**src/rtl/sdft_line_sequencer_if.sv**
```systemverilog
// Control bus between the line sequencer (master) and the sliding-DFT core (slave).
interface sdft_line_sequencer_if #(
  parameter int DATA_W     = 8,
  parameter int FREQ_W     = 16,
  parameter int BIN_ADDR_W = 6
);
  logic                  sdft_ready;
  logic [FREQ_W-1:0]     sdft_bin_out;
  logic [DATA_W-1:0]     sdft_sample;
  logic                  sdft_start;
  logic                  sdft_read;
  logic [BIN_ADDR_W-1:0] sdft_bin_addr;

  modport master (
    input  sdft_ready, sdft_bin_out,
    output sdft_sample, sdft_start, sdft_read, sdft_bin_addr
  );

  modport slave (
    output sdft_ready, sdft_bin_out,
    input  sdft_sample, sdft_start, sdft_read, sdft_bin_addr
  );
endinterface

```
**src/rtl/sdft_line_sequencer.sv**
```systemverilog
// Feeds ADC samples into the sliding-DFT core and, every SAMPLES_PER_LINE samples,
// sweeps all bins into the waterfall line RAM as one display row.
module sdft_line_sequencer #(
  parameter int DATA_W           = 8,
  parameter int FREQ_BINS        = 64,
  parameter int FREQ_W           = 16,
  parameter int SAMPLES_PER_LINE = 32,
  parameter int ROWS             = 64,
  parameter int READ_LAT         = 2,
  localparam int BIN_ADDR_W      = $clog2(FREQ_BINS),
  localparam int ROW_W           = $clog2(ROWS)
) (
  input  logic                   clk,
  input  logic                   reset,
  input  logic                   sample_valid,
  input  logic [DATA_W-1:0]      sample_in,
  sdft_line_sequencer_if.master  sdft,
  output logic                   line_wr_en,
  output logic [BIN_ADDR_W-1:0]  line_wr_addr,
  output logic [FREQ_W-1:0]      line_wr_data,
  output logic [ROW_W-1:0]       row_index,
  output logic                   line_done,
  output logic                   overrun
);
  localparam int CNT_W = $clog2(SAMPLES_PER_LINE + 1);
  localparam int DRN_W = $clog2(READ_LAT + 1);
  localparam logic [BIN_ADDR_W-1:0] LAST_BIN = BIN_ADDR_W'(FREQ_BINS - 1);

  typedef enum logic [2:0] {
    IDLE, START, WAIT_BUSY, WAIT_DONE, READ_ARM, SWEEP, DRAIN, READ_END
  } state_t;

  state_t                             state;
  logic                               pend_vld;
  logic [DATA_W-1:0]                  pend_data;
  logic [CNT_W-1:0]                   sample_cnt;
  logic                               line_due;
  logic [DRN_W-1:0]                   drain_cnt;
  logic [READ_LAT:0]                  vld_pipe;
  logic [READ_LAT:0][BIN_ADDR_W-1:0]  addr_pipe;
  logic                               consume;

  // Line reads win over a pending sample, so a sample is only taken when no line is due.
  assign consume = (state == IDLE) && sdft.sdft_ready && !line_due && pend_vld;

  always_ff @(posedge clk or posedge reset) begin
    if (reset) begin
      pend_vld  <= 1'b0;
      pend_data <= '0;
      overrun   <= 1'b0;
    end else if (sample_valid && (!pend_vld || consume)) begin
      pend_vld  <= 1'b1;
      pend_data <= sample_in;
    end else begin
      if (consume)      pend_vld <= 1'b0;
      if (sample_valid) overrun  <= 1'b1;
    end
  end

  always_ff @(posedge clk or posedge reset) begin
    if (reset) begin
      state              <= IDLE;
      sdft.sdft_sample   <= '0;
      sdft.sdft_start    <= 1'b0;
      sdft.sdft_read     <= 1'b0;
      sdft.sdft_bin_addr <= '0;
      sample_cnt         <= '0;
      line_due           <= 1'b0;
      drain_cnt          <= '0;
      row_index          <= '0;
      line_done          <= 1'b0;
      vld_pipe           <= '0;
      addr_pipe          <= '0;
    end else begin
      sdft.sdft_start <= 1'b0;
      line_done       <= 1'b0;
      // Stage 0 holds the address being presented this cycle; stage READ_LAT meets its magnitude.
      vld_pipe  <= {vld_pipe[READ_LAT-1:0], 1'b0};
      addr_pipe <= {addr_pipe[READ_LAT-1:0], BIN_ADDR_W'(0)};
      case (state)
        IDLE: begin
          if (sdft.sdft_ready && line_due) begin
            state              <= READ_ARM;
            sdft.sdft_read     <= 1'b1;
            sdft.sdft_bin_addr <= '0;
          end else if (consume) begin
            state            <= START;
            sdft.sdft_start  <= 1'b1;
            sdft.sdft_sample <= pend_data;
            sample_cnt       <= sample_cnt + 1'b1;
          end
        end
        START:     state <= WAIT_BUSY;
        WAIT_BUSY: if (!sdft.sdft_ready) state <= WAIT_DONE;
        WAIT_DONE: begin
          if (sdft.sdft_ready) begin
            state <= IDLE;
            if (sample_cnt == CNT_W'(SAMPLES_PER_LINE)) begin
              line_due   <= 1'b1;
              sample_cnt <= '0;
            end
          end
        end
        READ_ARM: begin
          state        <= SWEEP;
          vld_pipe[0]  <= 1'b1;
          addr_pipe[0] <= '0;
        end
        SWEEP: begin
          if (sdft.sdft_bin_addr == LAST_BIN) begin
            state     <= DRAIN;
            drain_cnt <= '0;
          end else begin
            sdft.sdft_bin_addr <= sdft.sdft_bin_addr + 1'b1;
            vld_pipe[0]        <= 1'b1;
            addr_pipe[0]       <= sdft.sdft_bin_addr + 1'b1;
          end
        end
        DRAIN: begin
          if (drain_cnt == DRN_W'(READ_LAT - 1)) begin
            state              <= READ_END;
            sdft.sdft_read     <= 1'b0;
            sdft.sdft_bin_addr <= '0;
            line_done          <= 1'b1;
            line_due           <= 1'b0;
            row_index          <= (row_index == ROW_W'(ROWS - 1)) ? '0 : row_index + 1'b1;
          end else begin
            drain_cnt <= drain_cnt + 1'b1;
          end
        end
        READ_END:  if (sdft.sdft_ready) state <= IDLE;
        default:   state <= IDLE;
      endcase
    end
  end

  assign line_wr_en   = vld_pipe[READ_LAT];
  assign line_wr_addr = addr_pipe[READ_LAT];
  assign line_wr_data = line_wr_en ? sdft.sdft_bin_out : '0;
endmodule

```
**src/flat_wrapper.sv**
```systemverilog
// flat-port wrapper written by rule: the top's interface ports become plain ports
module sdft_line_sequencer_flat 
#(
  parameter int DATA_W           = 8,
  parameter int FREQ_BINS        = 64,
  parameter int FREQ_W           = 16,
  parameter int SAMPLES_PER_LINE = 32,
  parameter int ROWS             = 64,
  parameter int READ_LAT         = 2,
  localparam int BIN_ADDR_W      = $clog2(FREQ_BINS),
  localparam int ROW_W           = $clog2(ROWS)
)
  (clk, reset, sample_valid, sample_in, line_wr_en, line_wr_addr, line_wr_data, row_index, line_done, overrun, sdft_sdft_ready, sdft_sdft_bin_out, sdft_sdft_sample, sdft_sdft_start, sdft_sdft_read, sdft_sdft_bin_addr);
  sdft_line_sequencer_if #(.DATA_W(DATA_W), .FREQ_W(FREQ_W), .BIN_ADDR_W((6))) sdft_i ();
  input  logic clk;
  input  logic reset;
  input  logic sample_valid;
  input  logic [DATA_W-1:0] sample_in;
  output logic line_wr_en;
  output logic [BIN_ADDR_W-1:0] line_wr_addr;
  output logic [FREQ_W-1:0] line_wr_data;
  output logic [ROW_W-1:0] row_index;
  output logic line_done;
  output logic overrun;
  input wire logic [$bits(sdft_i.sdft_ready)-1:0] sdft_sdft_ready;
  input wire logic [$bits(sdft_i.sdft_bin_out)-1:0] sdft_sdft_bin_out;
  output wire logic [$bits(sdft_i.sdft_sample)-1:0] sdft_sdft_sample;
  output wire logic [$bits(sdft_i.sdft_start)-1:0] sdft_sdft_start;
  output wire logic [$bits(sdft_i.sdft_read)-1:0] sdft_sdft_read;
  output wire logic [$bits(sdft_i.sdft_bin_addr)-1:0] sdft_sdft_bin_addr;
  assign sdft_i.sdft_ready = sdft_sdft_ready;
  assign sdft_i.sdft_bin_out = sdft_sdft_bin_out;
  assign sdft_sdft_sample = sdft_i.sdft_sample;
  assign sdft_sdft_start = sdft_i.sdft_start;
  assign sdft_sdft_read = sdft_i.sdft_read;
  assign sdft_sdft_bin_addr = sdft_i.sdft_bin_addr;
  sdft_line_sequencer #(.DATA_W(DATA_W), .FREQ_BINS(FREQ_BINS), .FREQ_W(FREQ_W), .SAMPLES_PER_LINE(SAMPLES_PER_LINE), .ROWS(ROWS), .READ_LAT(READ_LAT)) u_core (.clk(clk), .reset(reset), .sample_valid(sample_valid), .sample_in(sample_in), .sdft(sdft_i), .line_wr_en(line_wr_en), .line_wr_addr(line_wr_addr), .line_wr_data(line_wr_data), .row_index(row_index), .line_done(line_done), .overrun(overrun));
endmodule
```
**config.mk**
```make
export PLATFORM = sky130hd
export DESIGN_NAME = sdft_line_sequencer_flat
export DESIGN_NICKNAME = d
export VERILOG_FILES = /design/src/rtl/sdft_line_sequencer_if.sv /design/src/rtl/sdft_line_sequencer.sv /design/src/flat_wrapper.sv
export SDC_FILE = /design/constraint.sdc
export NUM_CORES = 1
export LEC_CHECK = 0
export ABC_AREA = 1
export CELL_PAD_IN_SITES_DETAIL_PLACEMENT = 1
export CELL_PAD_IN_SITES_GLOBAL_PLACEMENT = 1
export CORE_MARGIN = 5
export CORE_UTILIZATION = 39
export CTS_BUF_LIST = sky130_fd_sc_hd__clkbuf_16
export CTS_CLUSTER_DIAMETER = 30
export CTS_CLUSTER_SIZE = 25
export DETAILED_ROUTE_END_ITERATION = 10
export GPL_TIMING_DRIVEN = 0
export PLACE_DENSITY = 0.95
export SYNTH_ARGS = -nofsm -noshare
export SYNTH_HDL_FRONTEND = slang
export SYNTH_SLANG_ARGS = --single-unit
```
**constraint.sdc**
```tcl
create_clock -name clk -period 3.4 [get_ports clk]
set_input_delay 0.85 -clock clk [delete_from_list [all_inputs] [get_ports clk]]
set_output_delay 0.85 -clock clk [all_outputs]
set_load 0.02 [all_outputs]
```
# == Word level (Yosys, flattened, before mapping) ==
# Cells that the tools add are included.
# Widths: inputs -> output; s select.
# word_totals
reg_bits,66
in_bits,28
out_inout_bits,47
wordCells,109
# classes
addsub,4
eq_ne,23
mux,38
bitwise_logic,2
n_reduce_logical,25
# ops
cell,n
$mux 6,10
$pmux 3 s7,1
$add 6x1->6 const B,3
$eq 6x6->1 const B,3
$mux 3,6
$pmux 6 s3,1
$mux 16,1
$eq 3x3->1 const B,4
$mux 1,12
$ne 2x2->1 const B,6
$pmux 6 s2,1
$ne 2x1->1 const B,5
$reduce_and 5->1,2
$reduce_bool 2->1,5
$reduce_and 3->1,3
$reduce_and 4->1,2
$eq 3x2->1 const B,2
$pmux 1 s2,3
$logic_and 1x1->1,5
$mux 2,2
$pmux 2 s2,1
$reduce_and 2->1,2
$eq 3x1->1 const B,1
$logic_not 3->1,1
other kinds (8),10

# == Depth between registers and ports, before layout ==
# Gate-level depths: netlist (run 1).
# logic_depth
word_depth,8
mapped_depth,10

# == Worst setup path before layout (run 1) ==
# OpenSTA, ideal clock, no wires.
# synth_timing
path_kind,reg-to-output
start,register u_core.vld_pipe[2]
end,output line_wr_data[10]
arrival_time_ns,1.158
required_ns,2.550
setup_slack_ns,1.392
path_stages_with_launch,5
cell_sequence,dfrtp_1 -> clkbuf_1 -> clkbuf_1 -> nand2_1 -> inv_1
# synth_between
elab_chain_cells,1
# synth_rtl
item,line_no,source
start: declaration,sdft_line_sequencer.sv:39,logic [READ_LAT:0] vld_pipe;
start signal: assignment,sdft_line_sequencer.sv:78,"vld_pipe <= {vld_pipe[READ_LAT-1:0], 1'b0};"
$mux 16,sdft_line_sequencer.sv:139,assign line_wr_data = line_wr_en ? sdft.sdft_bin_out : '0;
end: declaration,flat_wrapper.sv:21,output logic [FREQ_W-1:0] line_wr_data;
# No other way between the ends.

# == Worst setup path in the final report (run 1) ==
# Same ends and word-level chain as after synthesis.

==> results.py, run 1 <==
metrics = {
    "run_status": {
        "status": "finished, final reports clean",
    },
    "die": {
        "initial_utilization_pct": 40.3,
        "core_mm2": 0.00781,
        "dieHeight_um": 99.8,
        "io_pins": 75,
        "num_rows": 32,
        "die_w_um": 99.8,
        "die_area_mm2": 0.00997,
    },
    "synth": {
        "synth.ff_latch_count": 66,
        "synth_area_mm2": 0.00315,
        "ys_seq_area_share_pct": 52.5,
        "synthCells": 370,
        "yosysWarnings": 0,
        "syn_avg_cell_area_um2": 8.51,
        "synth_cell_types": 31,
        "synth_nets": 407,
    },
    "timing": {
        "clock.fmax_mhz": 329,
        "final.setup.tns_ns": 0,
        "rsz0062_at_grt": "false",
        "slew_headroom_pct": 65.8,
        "min_period_over_period_pct": 89.3,
        "maxSlewViolCount": 0,
        "finalSetupViolCount": 0,
        "hold_viol": 0,
        "fin_worst_skew_ns": 0.00684,
        "finalWorstSetupSlack_ns": 0.363,
        "worst_pin_slew_ns": 0.513,
        "min_period_ns": 3.04,
    },
    "setup_path": {
        "arrival_ns": 2.19,
        "start_kind": "flop",
        "path_class": "reg2out",
        "r2r-start": "u_core.state[0]$_DFFE_PP0P_",
        "critPathSlowestCell": "clkdlybuf4s50_1",
        "crit_chain": "clkbuf_1, clkbuf_1, nand2_1, inv_1, clkdlybuf4s50_1",
        "crit_top_cell": "clkbuf_1",
        "crit_required_ns": 2.55,
        "r2r_cells": 9,
        "slowest_delay_ns": 0.60,
        "crit_fanout": 10,
        "r2r_setup_slack_ns": 1.67,
        "r2r_end": "u_core.sdft.sdft_sample[2]$_DFFE_PP0P_",
        "setup.worst_path.end_class": "output pin",
    },
    "placed_design": {
        "gp_congestion": 0.840,
        "dp_hpwl_mm": 7.05,
        "port_buffers": 73,
        "place_ws_ns": 0.465,
        "dp_cells": 546,
    },
    "route": {
        "drt_iter0_drc": 80,
        "vias_per_cell": 4.91,
        "drt_pass1_iterations": 4,
        "ant_nets": 0,
        "post-route-drc-count": 0,
        "wl_per_cell_um": 16.7,
        "via_count": 2761,
        "drt_wl_total_mm": 9.38,
    },
    "clocking": {
        "cts-root-buf": "clkbuf_16",
        "cts_setup_buffers": 0,
        "cts.path.max_buffers": 2,
        "cts_max_level": 3,
        "cts_tree": "built",
        "cts_sinks": 66,
        "cts_hold_buf": 0,
        "numCtsBuffers": 9,
        "cts.repair.resized": 0,
        "path_clk_slew_ns": 0.06,
        "clk_latency_ns": 0.33,
    },
    "finish": {
        "drive_gt1_share_pct": 11.3,
        "final_cell_mix": "nand2_1 (137), clkdlybuf4s50_1 (73), dfrtp_1 (66)",
        "final_cells": 562,
        "final_common_cell": "nand2_1",
        "layout.nets": 492,
        "fin_util_pct": 55.3,
        "area.growth.synth_to_final_pct": 37.2,
        "num_antenna_cells": 0,
    },
    "grt": {
        "grt_max_degree": 47,
        "antenna_found_initial": 0,
        "overflow": 0,
        "track_usage_pct": 20.0,
        "grt_pass1_wl_mm": 15.5,
        "grt_pass1_vias": 3031,
    },
    "pwr": {
        "power_leakage_nw": 2.27,
        "peakVddDrop_v": 0.000337,
        "totalPowerFinal_w": 0.00336,
        "pwr_density_cell_mw_per_mm2": 778,
    },
    "min_path": {
        "worstHoldPathCells": 0,
        "hold_end": "u_core.addr_pipe[8]$_DFF_PP0_",
        "hold_class": "reg2reg",
        "hp-start": "u_core.addr_pipe[2]$_DFF_PP0_",
    },
    "job": {
        "drv_cap": 0,
    },
}
==> layout make-up <==
type | count | area, um^2
inverters | 49 | 194
fillers | 913 | 3490
clock inverters | 7 | 68.8
flip-flops and latches | 66 | 1650
clock buffers | 9 | 225
repair buffers | 74 | 751
multi-input cells | 244 | 1230
plain buffers | 11 | 75.1
well taps | 102 | 128
==> flip-flops by register name (all words and copies together), names as in the netlist <==
name	count
u_core.addr_pipe	12
u_core.pend_data	8
u_core.sdft.sdft_sample	8
u_core.line_wr_addr	6
u_core.row_index	6
u_core.sample_cnt	6
u_core.sdft.sdft_bin_addr	6
u_core.state	3
u_core.vld_pipe	3
u_core.drain_cnt	2
u_core.line_done	1
u_core.line_due	1
u_core.overrun	1
u_core.pend_vld	1
u_core.sdft.sdft_read	1
u_core.sdft.sdft_start	1
==> through the flow <==
stage	hold WS (ns)	instance area (um^2)
final	0.354	4320
after global routing	0.366	4320
after CTS	0.356	4320
after detailed placement	0.342	4030
after global placement	0.333	4010
after floorplan	0.331	3150
==> synthesized netlist by cell type <==
master	count	share of area, %
inv_2	4	0.48
dfrtp_1	66	52
o21ai_1	4	0.64
nand3_1	23	3.7
nand3_4	2	1.1
xnor2_1	2	0.56
nand2_4	3	1.1
nor2_1	24	2.9
clkinv_4	1	0.28
o21ai_4	2	1.0
and2_1	1	0.20
a31o_1	1	0.28
clkbuf_1	3	0.36
nor2_4	2	0.72
buf_4	7	1.7
ha_1	9	3.6
inv_1	42	5.0
and3_1	1	0.20
xor2_1	4	1.1
nand4_1	4	0.79
nand3_2	2	0.64
a21oi_1	6	0.95
o21ai_0	6	0.95
buf_6	1	0.36
inv_4	2	0.40
nand2_2	2	0.40
nor3_1	2	0.32
or2_2	2	0.40
nand2_1	137	16
nand4_2	1	0.40
nor2_2	4	0.79
==> critical path: cells and delay by family, from the launching register on <==
family,cells,cell delay [ns]
flip-flops,1,0.35
AND/OR/NAND/NOR,1,0.16
buffers and inverters,4,1.35
==> how the worst max path moves through the flow <==
stage | endpoint | slack (ns) | start | cells past startpoint
after CTS | line_wr_data[10] | 0.29 | u_core.vld_pipe[2]$_DFF_PP0_ | 5
after floorplan | u_core.addr_pipe[0]$_DFF_PP0_ | 0.90 | reset | 1
final | line_wr_data[10] | 0.36 | u_core.vld_pipe[2]$_DFF_PP0_ | 5
after detailed placement | line_wr_data[10] | 0.46 | sdft_sdft_bin_out[10] | 4
after global placement | u_core.addr_pipe[4]$_DFF_PP0_ | -0.19 | reset | 2
after global routing | line_wr_data[10] | 0.18 | u_core.vld_pipe[2]$_DFF_PP0_ | 5
==> per-layer routing <==
metal  wire length, um  GRT usage (%)  vias up
li1                  -              -     1307
met1              3520           20.8     1353
met2              5110           37.6       84
met3               504           4.79       17
met4               247           8.93        0
met5                 0              0        -
==> where the power goes <==
part | internal [W] | switching [W] | total (W) | leakage, nW
sequential | 0.000966 | 0.000142 | 0.00111 | 0.872
clock | 0.000566 | 0.000358 | 0.000924 | 0.143
combinational | 0.000500 | 0.000830 | 0.00133 | 1.25
total | 0.00203 | 0.00133 | 0.00336 | 2.27
==> logic make-up after synthesis <==
kind of cell,after synthesis,synth area share (%)
DFF,66,52.5
AOI/OAI and AO/OA,19,3.86
buffers and inverters,60,8.55
and+or+nand+nor,210,29.9
adders and majority gates,9,3.58
xor gates and xnor gates,6,1.67
No activity file was read; power rests on OpenSTA's default activity.
==> run 2: changes to the inputs <==
- CAP_MARGIN: default -> 25
- SKIP_CTS_REPAIR_TIMING: default -> 1
==> results of run 2 <==
Final layout, timing and power as in run 1 (identical DEF).
==> run 3: changes to the inputs <==
- CORE_UTILIZATION: 39 -> 50
- DONT_BUFFER_PORTS: default -> 1
- GPL_TIMING_DRIVEN: 0 -> default
==> run 3 against run 2 <==
  * Core utilization increased by 0.94 points
  * Via count shrank 9.8%
  * Maximum frequency grew 35%
  * First-iteration DRC count increased by 55%
  * Sequential share of layout area is 8.8 points higher
  * Hold slack got worse by 0.010 ns
  * Critical path depth fell by 3
  * Sequential cell count did not move
  * Critical endpoint is now line_wr_data[5]
==> results.py, run 3 (synthesized netlist as in run 1, its figures left out) <==
metrics = {
    "run_status": {
        "status": "finished, final reports clean",
    },
    "grt": {
        "track_usage_pct": 23.2,
        "overflow": 0,
        "grt_pass1_vias": 2696,
        "grt_max_degree": 36,
        "antenna_found_initial": 0,
        "grt_pass1_wl_mm": 13.6,
    },
    "finish": {
        "nFillCells": 732,
        "area.growth.synth_to_final_pct": 11.6,
        "num_antenna_cells": 0,
        "layout.nets": 409,
        "largest_register_ffs": 12,
        "seqCellArea_mm2": 0.00165,
        "final_common_cell": "nand2_1",
        "final_cell_mix": "nand2_1 (137), dfrtp_1 (66), inv_1 (41)",
        "multi_input_area_mm2": 0.00123,
        "largest_register": "u_core.addr_pipe",
        "drive_gt1_share_pct": 12.2,
        "reg_top3": "u_core.addr_pipe x12, u_core.pend_data x8, u_core.sdft.sdft_sample x8",
    },
    "clocking": {
        "numCtsBuffers": 9,
        "cts_tree": "built",
        "cts-root-buf": "clkbuf_16",
        "path_clk_slew_ns": 0.07,
        "clk_latency_ns": 0.34,
        "cts_sinks": 66,
        "cts.path.max_buffers": 2,
        "cts_max_level": 3,
    },
    "route": {
        "via_count": 2490,
        "wl_per_cell_um": 19.2,
        "drt_wl_total_mm": 8.71,
        "ant_nets": 0,
        "drt_iter0_drc": 124,
        "drt_pass1_iterations": 4,
        "vias_per_cell": 5.48,
        "post-route-drc-count": 0,
    },
    "pwr": {
        "combPwrFrac_pct": 29.3,
        "power_frac_seq_pct": 38.7,
        "p_switching_w": 0.00133,
        "power_leakage_nw": 1.97,
        "pwr_density_cell_mw_per_mm2": 918,
        "p_int_w": 0.00190,
        "p_sw_share_pct": 41.2,
        "peakVddDrop_v": 0.000481,
        "clkPwrFrac_pct": 31.9,
    },
    "die": {
        "initial_utilization_pct": 50.4,
        "io_pins": 75,
        "core_mm2": 0.00624,
        "dieHeight_um": 89.3,
        "die_w_um": 89.3,
        "die_area_mm2": 0.00798,
        "num_rows": 29,
    },
    "timing": {
        "final.setup.tns_ns": 0,
        "fin_worst_skew_ns": 0.0114,
        "maxSlewViolCount": 0,
        "min_period_over_period_pct": 66.4,
        "slew_headroom_pct": 51.2,
        "min_period_ns": 2.26,
        "finalSetupViolCount": 0,
        "rsz0062_at_grt": "false",
        "finalWorstSetupSlack_ns": 1.14,
        "hold_viol": 0,
        "clock.fmax_mhz": 443,
        "worst_pin_slew_ns": 0.731,
    },
    "setup_path": {
        "setup.worst_path.end_class": "output pin",
        "critPathTopFamily": "flip-flops",
        "cp_num_buf_inv": 1,
        "critPathSlowestCell": "dfrtp_1",
        "crit_fanout": 17,
        "path_class": "reg2out",
        "start_kind": "flop",
        "arrival_ns": 1.41,
        "crit_required_ns": 2.55,
        "crit_chain": "nand2_1, inv_1",
        "slowest_delay_ns": 0.73,
    },
    "placed_design": {
        "gp_congestion": 0.831,
        "port_buffers": 0,
        "place_ws_ns": 1.38,
        "dp_hpwl_mm": 5.78,
    },
    "min_path": {
        "hold_class": "reg2reg",
    },
    "job": {
        "drv_cap": 0,
    },
}
-- run 3: changes by cell type in the layout (fill, tap and decap cells not counted), sizes merged --
cell           delta
buf               -7
clkbuf            -3
clkinvlp          -1
clkdlybuf4s50    -73
bufinv            +1
-- run 3: stage by stage --
step / cells / hold WS [ns] / total power, W / area, um^2 / util (%)
6_report: 454 / 0.344 / 0.00322 / 3510 / 56.3
5_1_grt: 454 / 0.356 / 0.00342 / 3510 / 56.3
4_1_cts: 454 / 0.346 / 0.00325 / 3510 / 56.3
3_5_place_dp: 438 / 0.336 / 0.00216 / 3180 / 51.0
3_3_place_gp: 438 / 0.333 / 0.00208 / 3180 / 51.0
2_1_floorplan: 370 / 0.331 / 0.00193 / 3150 / -
-- run 3: path summary, 6_finish.rpt --
path                       slack [ns]                              end                           from  cells past startpoint
min reg2reg                      0.34    u_core.addr_pipe[9]$_DFF_PP0_  u_core.addr_pipe[3]$_DFF_PP0_                      0
min                              0.34    u_core.addr_pipe[9]$_DFF_PP0_  u_core.addr_pipe[3]$_DFF_PP0_                      0
max reg2reg                      1.33      u_core.state[2]$_DFFE_PP0P_    u_core.state[0]$_DFFE_PP0P_                     10
min in group asynchronous        0.52  u_core.row_index[5]$_DFFE_PP0P_                          reset                      1
max                              1.14                  line_wr_data[5]   u_core.vld_pipe[2]$_DFF_PP0_                      2
max in group asynchronous        2.13   u_core.addr_pipe[11]$_DFF_PP0_                          reset                      2
-- run 3: power groups by stage --
stage | sequential [W] | combinational [W] | clock [W]
floorplan | 0.00115 | 0.000781 | 0
CTS | 0.00125 | 0.000957 | 0.00104
detailed placement | 0.00125 | 0.000902 | 0
global placement | 0.00124 | 0.000840 | 0
global route | 0.00128 | 0.00107 | 0.00107
finish | 0.00125 | 0.000945 | 0.00103
-- run 3: worst reg2reg max path, stage by stage (launching register included) --
cell	delay, ns
dfrtp_1	0.41
inv_1	0.09
ha_1	0.27
inv_1	0.09
nor2_2	0.14
nand3_1	0.44
nand2_1	0.22
nand2_1	0.11
nor2_4	0.11
nand2_1	0.06
nand2_1	0.06
-- run 3: cell type report --
type	instances	area share [%]
timing repair buffer	2	0.428
multi-input combinational	244	34.9
clock buffer	9	6.41
clock inverter	7	2.92
inverter	49	5.52
sequential	66	47.0
tap	77	2.74
-- run 3: per-layer routing --
| metal | GRT usage (%) | wire [um] | up-vias |
|---|---|---|---|
| met3 | 7.65 | 706 | 26 |
| li1 | - | - | 1135 |
| met2 | 42.4 | 4570 | 106 |
| met5 | 0 | 0 | - |
| met4 | 11.0 | 276 | 0 |
| met1 | 23.6 | 3150 | 1223 |
